### src/rtl/thor2024_bus_req_arbiter.sv
// ============================================================================
// Module      : thor2024_bus_req_arbiter
// Description : Round-robin, burst-locking arbiter that connects NREQ command
//               streams to one bus request queue. The optional lock timeout is
//               compiled in with THOR2024_ARB_TIMEOUT_EN.
// Revision    : 1.0 - initial release
// ============================================================================
`default_nettype none

package thor2024_fta_pkg;

   typedef enum logic [2:0] {
      CTI_CLASSIC = 3'd0,
      CTI_FIXED   = 3'd1,
      CTI_INCR    = 3'd2,
      CTI_EOB     = 3'd7
   } fta_cti_t;

   typedef struct packed {
      logic          cyc;
      logic          stb;
      logic          we;
      logic [15:0]   sel;
      fta_cti_t      cti;
      logic [31:0]   adr;
      logic [127:0]  dat;
   } fta_cmd_request128_t;

endpackage

module thor2024_bus_req_arbiter
   import thor2024_fta_pkg::*;
#(
   parameter int          NREQ    = 4,
   parameter logic [5:0]  TIMEOUT = 6'd32
) (
   input  logic                 clk,
   input  logic                 rst,
   input  fta_cmd_request128_t  req_i [NREQ],
   output logic [NREQ-1:0]      full_o,
   output logic [NREQ-1:0]      gnt_o,
   output fta_cmd_request128_t  req_o,
   input  logic                 full_i,
   output logic                 busy_o
);

   localparam int c_PW = (NREQ > 1) ? $clog2(NREQ) : 1;

   typedef enum logic [0:0] {
      ST_IDLE = 1'b0,
      ST_LOCK = 1'b1
   } state_t;

   state_t               r_state;
   state_t               w_state_nxt;
   logic [c_PW-1:0]      r_rr_ptr;
   logic [c_PW-1:0]      r_gnt_idx;
   logic [NREQ-1:0]      r_gnt;
   logic [5:0]           r_gap;
   logic [3:0]           r_beat_cnt;

   logic [c_PW-1:0]      w_pick_idx;
   logic                 w_any_req;
   fta_cmd_request128_t  w_cur;
   logic                 w_accept;
   logic                 w_last;
   logic                 w_timeout;
   logic                 w_release;

   // Scan downward so the lowest offset from the pointer wins.
   always_comb begin
      w_any_req  = 1'b0;
      w_pick_idx = '0;
      for (int k = NREQ - 1; k >= 0; k--) begin
         if (req_i[(int'(r_rr_ptr) + k) % NREQ].cyc) begin
            w_any_req  = 1'b1;
            w_pick_idx = c_PW'((int'(r_rr_ptr) + k) % NREQ);
         end
      end
   end

   assign w_cur    = req_i[r_gnt_idx];
   assign w_accept = (r_state == ST_LOCK) && w_cur.cyc && !full_i;
   assign w_last   = w_accept && ((w_cur.cti == CTI_EOB) || (w_cur.cti == CTI_CLASSIC));

`ifdef THOR2024_ARB_TIMEOUT_EN
   assign w_timeout = (r_state == ST_LOCK) && (r_gap == TIMEOUT);
`else
   assign w_timeout = 1'b0;
`endif

   assign w_release = w_last || w_timeout;

   always_comb begin
      w_state_nxt = r_state;
      case (r_state)
         ST_IDLE: if (w_any_req) w_state_nxt = ST_LOCK;
         ST_LOCK: if (w_release) w_state_nxt = ST_IDLE;
         default: w_state_nxt = ST_IDLE;
      endcase
   end

   // Only the granted stream sees the real queue status; everyone else is held off.
   always_comb begin
      req_o  = '0;
      full_o = '1;
      if (r_state == ST_LOCK) begin
         if (w_cur.cyc) req_o = w_cur;
         full_o[r_gnt_idx] = full_i;
      end
   end

   assign gnt_o  = r_gnt;
   assign busy_o = (r_state == ST_LOCK);

   always_ff @(posedge clk) begin
      if (rst) begin
         r_state    <= ST_IDLE;
         r_rr_ptr   <= '0;
         r_gnt_idx  <= '0;
         r_gnt      <= '0;
         r_gap      <= '0;
         r_beat_cnt <= '0;
      end else begin
         r_state <= w_state_nxt;
         case (r_state)
            ST_IDLE: begin
               if (w_any_req) begin
                  r_gnt      <= {{(NREQ-1){1'b0}}, 1'b1} << w_pick_idx;
                  r_gnt_idx  <= w_pick_idx;
                  r_gap      <= '0;
                  r_beat_cnt <= '0;
               end
            end
            ST_LOCK: begin
               if (w_accept) begin
                  r_gap <= '0;
                  if (r_beat_cnt != 4'hF) r_beat_cnt <= r_beat_cnt + 4'd1;
               end else if (!w_cur.cyc && (r_gap != 6'd63)) begin
                  r_gap <= r_gap + 6'd1;
               end
               if (w_release) begin
                  r_gnt <= '0;
                  if (int'(r_gnt_idx) == NREQ - 1) r_rr_ptr <= '0;
                  else                             r_rr_ptr <= r_gnt_idx + c_PW'(1);
               end
            end
            default: r_gnt <= '0;
         endcase
      end
   end

endmodule

`default_nettype wire

### config.mk
export PLATFORM = sky130hd
export DESIGN_NAME = thor2024_bus_req_arbiter
export DESIGN_NICKNAME = d
export VERILOG_FILES = /design/src/rtl/thor2024_bus_req_arbiter.sv
export SDC_FILE = /design/constraint.sdc
export NUM_CORES = 1
export LEC_CHECK = 0
export ABC_AREA = 1
export CORE_AREA = 8 8 350 352
export DETAILED_ROUTE_END_ITERATION = 8
export DIE_AREA = 0 0 358 360
export PLACE_DENSITY = 0.35
export SKIP_LAST_GASP = 1
export SYNTH_ARGS = -nofsm -noshare
export SYNTH_HDL_FRONTEND = slang
export SYNTH_SLANG_ARGS = --single-unit
### constraint.sdc
create_clock -name clk -period 1.8 [get_ports clk]
set_input_delay 0.36 -clock clk [delete_from_list [all_inputs] [get_ports clk]]
set_output_delay 0.36 -clock clk [all_outputs]
set_load 0.005 [all_outputs]
==> impl_metrics.yaml, run 1 <==
layout:
  mostFrequentLayoutCells: "731 x clkdlybuf4s50_1, 682 x nor2_1, 237 x buf_4, 204 x o21ai_0, 117 x o21ai_1"
  fillers: 13457
  final_common_cell: "clkdlybuf4s50_1"
  multi_input_area_mm2: 0.00685
  layout-drive-gt1-share_pct: 25.0
  fin_nets: 3392
  regArea_um2: 189
  syn2layout_area_growth_pct: 225
sta:
  slew_violations: 0
  worst_slew_pin_slew_ps: 689
  setup_viol: 192
  rsz0062_at_grt: "yes"
  maxSlewHeadroom_pct: 53.6
  hold_violations: 0
  max_freq_mhz: 427
  worst_slack_ps: -541
  layout_min_cycle_time_ps: 2340
  skew_ps: 1.97
  fin_hold_ws_ps: 485
  min_period_over_period_pct: 130
floorplanning:
  initial_core_util_pct: 5.88
  dieArea_mm2: 0.129
  core_area_mm2: 0.117
  die_x_um: 358
  placementRows: 126
  io-pin-count: 922
  die_y_um: 360
synth:
  synthArstFlopShare_pct: 0
  syn_area_mm2: 0.00688
  yosys_warnings: 0
  synth_ff_type: "dfxtp_1"
  synth-seq-cells: 9
  syn-instance-count: 1526
  ys_types: 27
  syn-num-nets: 2261
  ys_seq_area_share_pct: 2.62
  avgSynthCellArea_um2: 4.51
  synth_edf_count: 0
worst_setup_path:
  worstPathArrival_ps: 1980
  cp_max_fo: 16
  path_class: "flop to output pin"
  cp.required_ps: 1440
  end_kind: "output pin"
  startpoint_type: "flop"
  cp_top_family: "buffers and inverters"
  crit_chain: "buf_12 -> buf_16 -> buf_16 -> nor2_1 -> nor2_1 -> o21ai_0 -> a21oi_4 -> dlymetal6s2s_1"
  cpPeakStageDelay_ps: 360
  slowest_stage: "dfxtp_4"
  path_buf_inv: 4
run_status:
  status: "finished with violations"
  violations: "negative setup slack"
power_and_ir_drop:
  power.net_switching_uw: 5800
  p_int_uw: 6050
  p_total_uw: 11900
  cellPowerDensity_mw_per_mm2: 529
  power_frac_seq_pct: 2.2
  vdd_ir_drop_max_mv: 0.271
  total_leakage_power_uw: 0.00970
  p_clk_share_pct: 3.3
  comb_power_share_pct: 94.5
  switching_share_pct: 48.9
grt:
  gr-total-overflow: 0
  grt_max_degree: 55
  grtUsageTotal_pct: 16.4
  antenna_found_initial: 68
  grt_pass1_vias: 15543
  grt_pass1_wl_mm: 145
clock_network:
  cts_sinks: 9
  clockBufferDepth: 2
  cts_tree: "yes"
  clkTransAtPathRegs_ps: 40
  htree_levels: 1
  insertion_delay_ps: 230
  clock_tree.root_cell: "clkbuf_16"
  cts-buffers-inserted: 3
  cts_hold_buf: 0
placed_design:
  io_buffers: 921
  gp_congestion: 0.946
  dp_hpwl_mm: 101
job:
  timing.max_cap.violations: 0
detailed_routing:
  drt_first_pass_iters: 5
  finalWirelength_mm: 118
  viasPerCell: 3.66
  drc: 0
  avgRoutedWirePerCell_um: 28.1
  first_iter_violations: 927
  vias: 15405
  ant_nets: 0
worst_hold_path:
  worstHoldPathType: "flop to flop"
registers in the layout (all words and copies together), names as in the netlist:
signal / count
busy_o: 1
gnt_o: 4
r_gnt_idx: 2
r_rr_ptr: 2
layer usage:
metal	up-vias	track usage, %	wire, um
li1	7324	-	-
met4	54	4.72	4110
met1	7126	20.2	48700
met3	161	5.81	11300
met5	-	0	330
met2	740	26.9	54000
power by group through the flow:
stage | clock network, uW | registers, uW | logic [uW]
2_1_floorplan | 0 | 248 | 3060
5_1_grt | 410 | 263 | 12000
4_1_cts | 396 | 262 | 9700
3_3_place_gp | 0 | 281 | 9500
3_5_place_dp | 0 | 283 | 9420
6_report | 389 | 258 | 11200
worst paths after layout:
kind	depth (start not counted)	slack, ps	start	endpoint
min reg2reg	2	480	gnt_o[0]	gnt_o[0]
max reg2reg	12	-320	r_gnt_idx[0]	r_rr_ptr[1]
max	8	-540	r_gnt_idx[0]	req_o[63]
min	2	480	gnt_o[0]	gnt_o[0]
logic make-up (layout without fill, tap and decap cells):
group                      after synthesis  after routing  synth area share, %
and+or+nand+nor                        793            793                 44.2
AOI/OAI and AO/OA                      555            555                 40.7
buffers and inverters                  164           1294                 11.6
DFF                                      9              9                 2.62
adders and majority gates                4              4                0.727
xor gates and xnor gates                 1              1                0.127
other                                    0             17                    0
stage by stage:
stage / TNS [ps] / setup slack, ps / instance area (um2) / utilization, % / cells
global placement: -168460 / -1110 / 19800 / 16.9 / 4102
global route: -99280 / -632 / 22400 / 19.1 / 4198
floorplan: 0 / 151 / 6880 / - / 1526
CTS: -151350 / -923 / 20100 / 17.2 / 4116
detailed placement: -159160 / -1070 / 19800 / 16.9 / 4102
finish: -82880 / -541 / 22400 / 19.1 / 4209
area by class of cell:
type / count / area share, %
timing repair buffer: 1268 / 58.9
antenna: 17 / 0.190
sequential: 9 / 0.844
tap: 1536 / 8.58
clock buffer: 4 / 0.352
multi-input combinational: 1353 / 30.6
inverter: 22 / 0.520
cell usage after synthesis, types with 3 or more instances:
library cell  count  share of area [%]
a21oi_1         188                 14
buf_1            21                1.1
buf_2            76                5.5
buf_4            14                1.5
buf_6             4               0.65
clkbuf_1         27                1.5
dfxtp_1           9                2.6
ha_1              4               0.73
inv_1            17               0.93
inv_2             3               0.16
nand2_1          45                2.5
nand2_2           3               0.27
nand3_1          22                1.6
nor2_1          718                 39
o21ai_0         331                 24
o21ai_1          30                2.2
o21ai_2           3               0.38
worst min-delay path: stages (launching register included):
cell and delay, ps:
dfxtp_1 300, nand3_1 70, a21oi_1 60
timing repair:
action | CTS | global route
endpoints found under the setup margin | 193 | 195
gates resized for setup | 93 | 685
pin swaps | 3 | 45
setup buffers | 6 | 65
gates cloned | 4 | 27
Power figures use the tool's default switching activity.
==> run 2, diff against run 1 <==
Settings changed: CAP_MARGIN set to 20, GPL_ROUTABILITY_DRIVEN set to 0, PLACE_DENSITY 0.35 to 0.4.
==> run 2 against run 1 <==
Against the previous run:
- the flow still finishes with violations (negative setup slack)
- total power is 8.6% higher
- final cell count is 1.3% higher
- register-to-register slack worse by 140 ps
- global-route usage is 1.0 points higher
- maximum frequency is 6.4% lower
- first-iteration DRC count is 18% higher
- non-clock buffer count is 47 higher
- critical endpoint is now req_o[129]
- routed wire length is 3.1% higher
- die area stayed put
==> impl_metrics.yaml, run 2 (synthesis results as in run 1) <==
floorplanning:
  die_y_um: 360
  core_area_mm2: 0.117
  placementRows: 126
  io-pin-count: 922
  dieArea_mm2: 0.129
  die_x_um: 358
  initial_core_util_pct: 5.88
grt:
  grt_max_degree: 71
  gr-total-overflow: 0
  grt_pass1_vias: 16172
  antenna_found_initial: 84
  grt_pass1_wl_mm: 153
  grtUsageTotal_pct: 17.5
worst_setup_path:
  cpPeakStageDelay_ps: 350
  timing.rr.start: "r_gnt_idx[0]"
  crit_path_start: "r_gnt_idx[0]"
  startpoint_type: "flop"
  slowest_stage: "dfxtp_4"
  end_kind: "output pin"
  crit_chain: "buf_12 -> buf_12 -> nand2_4 -> o211ai_1 -> nand2_2 -> nand2_8 -> buf_12 -> buf_12 -> buf_12 -> buf_16 -> buf_12 -> a21oi_2 -> buf_2"
  path_class: "flop to output pin"
  worstPathArrival_ps: 2140
  cp_common_cell: "buf_12"
  cp_max_fo: 6
  cp_top_family: "buffers and inverters"
  path_buf_inv: 8
  cp.required_ps: 1440
placed_design:
  io_buffers: 921
  dp_hpwl_mm: 104
detailed_routing:
  viasPerCell: 3.71
  first_iter_violations: 1090
  finalWirelength_mm: 122
  avgRoutedWirePerCell_um: 28.6
  drc: 0
  drt_first_pass_iters: 5
  ant_nets: 0
  vias: 15828
sta:
  hold_violations: 0
  fin_hold_ws_ps: 466
  max_freq_mhz: 400
  maxSlewHeadroom_pct: 55.8
  min_period_over_period_pct: 139
  worst_slack_ps: -701
  layout_min_cycle_time_ps: 2500
  worst_slew_pin_slew_ps: 659
  setup_viol: 193
  skew_ps: 4.41
  slew_violations: 0
  rsz0062_at_grt: "yes"
clock_network:
  clock_tree.root_cell: "clkbuf_16"
  cts_tree: "yes"
  insertion_delay_ps: 240
  cts_hold_buf: 0
  cts-buffers-inserted: 3
  cts_sinks: 9
  htree_levels: 1
  clockBufferDepth: 2
  clkTransAtPathRegs_ps: 40
layout:
  syn2layout_area_growth_pct: 243
  final_common_cell: "clkdlybuf4s50_1"
  fin_util_pct: 20.2
  layout-drive-gt1-share_pct: 33.7
  fin_nets: 3440
  mostFrequentLayoutCells: "731 x clkdlybuf4s50_1, 654 x nor2_1, 219 x buf_4, 210 x o21ai_0, 131 x buf_2"
  largest_reg_flops: 4
power_and_ir_drop:
  total_leakage_power_uw: 0.00915
  p_total_uw: 12900
  cellPowerDensity_mw_per_mm2: 545
  vdd_ir_drop_max_mv: 0.282
worst_hold_path:
  worstHoldPathType: "flop to flop"
  min_from: "gnt_o[2]"
job:
  timing.max_cap.violations: 0
run_status:
  status: "finished with violations"
  violations: "negative setup slack"
run 2: cell count changes in the layout (fill, tap and decap cells not counted), moves of 15 or more:
cell	previous run	this run
buf_2	43	131
a21oi_1	90	13
dlymetal6s2s_1	67	1
a21oi_2	70	119
buf_6	48	89
buf_12	53	87
a21oi_4	28	56
clkbuf_2	28	0
nor2_1	682	654
buf_4	237	219
nor2_4	12	30
o21ai_1	117	100
clkbuf_16	27	12
run 2: where the power goes:
group          internal, uW  total, uW  switching (uW)
clock                   296        395            98.7
sequential              227        255            28.0
combinational          6080      12200            6140
total                  6600      12900            6260
run 2: worst paths after layout:
path	to	cells past startpoint	slack (ps)
worst max-delay path	req_o[129]	13	-700
worst max register to register	r_rr_ptr[0]	15	-460
worst min register to register	gnt_o[2]	2	470
worst min-delay path	gnt_o[2]	2	470
run 2: per-layer routing:
layer / vias up / part of all wire, % / track usage, %
li1: 7437 / - / -
met4: 66 / 2.5 / 2.89
met5: - / 0.35 / 0
met3: 180 / 10 / 6.96
met2: 808 / 44 / 28.3
met1: 7337 / 43 / 22.0
run 2: tightest hold or removal path: cells and delay by family (launching register included):
kind,cells,cell delay (ps)
and+or+nand+nor,1,60
AOI/OAI and AO/OA,1,40
DFF,1,310
run 2: final cells by class:
class	count	area, um2
fill	13356	93400
timing repair buffer	1315	13600
multi-input combinational	1354	7660
tap	1536	1920
sequential	9	189
inverter	22	116
clock buffer	4	78.8
antenna	22	55.1
run 2: metrics by stage:
step | setup WS (ps) | cells | setup TNS (ps) | instance area [um2]
3_5_place_dp | -1120 | 4110 | -161120 | 20000
2_1_floorplan | 151 | 1526 | 0 | 6880
5_1_grt | -765 | 4242 | -119150 | 23600
6_report | -701 | 4262 | -105450 | 23600
4_1_cts | -748 | 4206 | -114110 | 22400
3_3_place_gp | -1190 | 4110 | -171410 | 20000
run 2: repair_timing:
item,CTS,global route
resized for setup,972,340
pin swaps,11,77
cloned,25,10
endpoints found under the setup margin,194,195
setup buffers,77,49
==> run 3, diff against run 2 <==
Settings changed: GPL_ROUTABILITY_DRIVEN 0 to not set.
==> run 3 against run 2 <==
Against the previous run:
- the flow still finishes with violations (negative setup slack)
- setup slack got worse by 84 ps
- total power rose by 2.3%
- die area did not move
- clock power barely moved
- critical path depth fell by 7
- worst hold slack improved by 22 ps
- design area rose by 0.69%
- clock skew fell by 2.9 ps
- first-iteration DRC count fell by 2.6%
- sequential cell count did not move
- utilization rose by 0.14 points
- non-clock buffer count rose by 19
- critical endpoint is now req_o[93]
- highest routed layer unchanged
==> impl_metrics.yaml, run 3 (synthesis results as in run 1) <==
worst_setup_path:
  path_class: "flop to output pin"
  cp.required_ps: 1440
  worstPathArrival_ps: 2230
  r2r_slack_ps: -420
  cp_max_fo: 20
  startpoint_type: "flop"
  end_kind: "output pin"
floorplanning:
  initial_core_util_pct: 5.88
  die_y_um: 360
  core_area_mm2: 0.117
  placementRows: 126
  io-pin-count: 922
  dieArea_mm2: 0.129
  die_x_um: 358
placed_design:
  post-place-ws_ps: -1060
  io_buffers: 921
  dp_hpwl_mm: 108
  post_dp_cell_area_mm2: 0.0201
  gp_congestion: 0.988
detailed_routing:
  viasPerCell: 3.74
  finalWirelength_mm: 128
  first_iter_violations: 1062
  ant_nets: 0
  avgRoutedWirePerCell_um: 29.8
  drc: 0
  drt_first_pass_iters: 5
  vias: 16071
sta:
  rsz0062_at_grt: "yes"
  slew_violations: 0
  fin_hold_ws_ps: 488
  layout_min_cycle_time_ps: 2590
  min_period_over_period_pct: 144
  setup_viol: 193
  maxSlewHeadroom_pct: 23.6
  worst_slew_pin_slew_ps: 1130
  worst_slack_ps: -785
  max_freq_mhz: 387
  setup_tns_ps: -101600
  hold_violations: 0
  skew_ps: 1.54
worst_hold_path:
  worstHoldPathType: "flop to flop"
clock_network:
  clockBufferDepth: 2
  htree_levels: 1
  insertion_delay_ps: 230
  cts_hold_buf: 0
  cts_tree: "yes"
  clock_tree.root_cell: "clkbuf_16"
  cts_sinks: 9
  cts-buffers-inserted: 3
  clkTransAtPathRegs_ps: 40
layout:
  fillers: 13438
  largest_reg_flops: 4
  final_area_mm2: 0.0238
  multi_input_area_mm2: 0.00744
  final_common_cell: "clkdlybuf4s50_1"
  layout-drive-gt1-share_pct: 33.3
  syn2layout_area_growth_pct: 246
  regArea_um2: 188
  mostFrequentLayoutCells: "731 x clkdlybuf4s50_1, 657 x nor2_1, 244 x buf_4, 186 x o21ai_0, 119 x buf_2"
  fin_nets: 3459
run_status:
  status: "finished with violations"
  violations: "negative setup slack"
power_and_ir_drop:
  cellPowerDensity_mw_per_mm2: 553
  vdd_ir_drop_max_mv: 0.374
  total_leakage_power_uw: 0.00932
  p_total_uw: 13200
grt:
  grtUsageTotal_pct: 18.5
  grt_pass1_wl_mm: 161
  antenna_found_initial: 97
  grt_pass1_vias: 16411
  grt_max_degree: 65
  gr-total-overflow: 0
job:
  timing.max_cap.violations: 0
==> run 3: changes by cell type in the layout (fill, tap and decap cells not counted), sizes merged <==
cell and change:
clkdlybuf4s15 -1, clkinv -1, nand3 -1, inv +2
buf +6, diode +16, dlygate4sd2 +8, clkbuf +5
bufbuf +1
==> run 3: per-stage QoR <==
stage / util, % / cells
3_5_place_dp: 17.1 / 4126
2_1_floorplan: - / 1526
4_1_cts: 19.1 / 4230
3_3_place_gp: 17.1 / 4123
6_report: 20.3 / 4297
5_1_grt: 20.3 / 4275
==> run 3: routing by layer <==
layer  vias to the layer above  global-route usage, %  part of all wire (%)
li1                       7507                      -                     -
met1                      7570                   23.2                    43
met2                       802                   30.9                    47
met3                       142                   6.46                   8.8
met4                        50                   2.81                   1.5
met5                         -                      0                  0.41
==> run 3: final cells by class <==
cell class | instances | share of cell area (%)
sequential | 9 | 0.789
inverter | 22 | 0.510
tap | 1536 | 8.08
multi-input combinational | 1353 | 31.3
antenna | 38 | 0.400
clock buffer | 4 | 0.332
timing repair inverter | 1 | 0.0474
timing repair buffer | 1334 | 58.5
==> run 3: path summary, 6_finish.rpt <==
| kind | startpoint | endpoint | depth (start not counted) |
|---|---|---|---|
| setup / recovery | r_gnt_idx[0] | req_o[93] | 6 |
| hold / removal | gnt_o[3] | gnt_o[3] | 2 |
| setup reg to reg | r_gnt_idx[0] | r_rr_ptr[1] | 14 |
| hold reg to reg | gnt_o[3] | gnt_o[3] | 2 |
==> run 3: power by group <==
group | internal (uW) | switching [uW]
clock | 296 | 99.1
combinational | 6250 | 6250
sequential | 227 | 34.6
==> run 3: critical path: stages (launching register included) <==
cell	delay, ps
dfxtp_4	370
buf_12	160
clkinv_16	80
buf_12	160
o21ai_0	890
a21oi_4	120
buf_6	170
==> run 3: timing repair <==
item | in CTS | in global routing
gates cloned | 31 | 10
pin swaps | 20 | 48
buffers inserted | 74 | 53
resized for setup | 795 | 469
endpoints found under the setup margin | 193 | 194
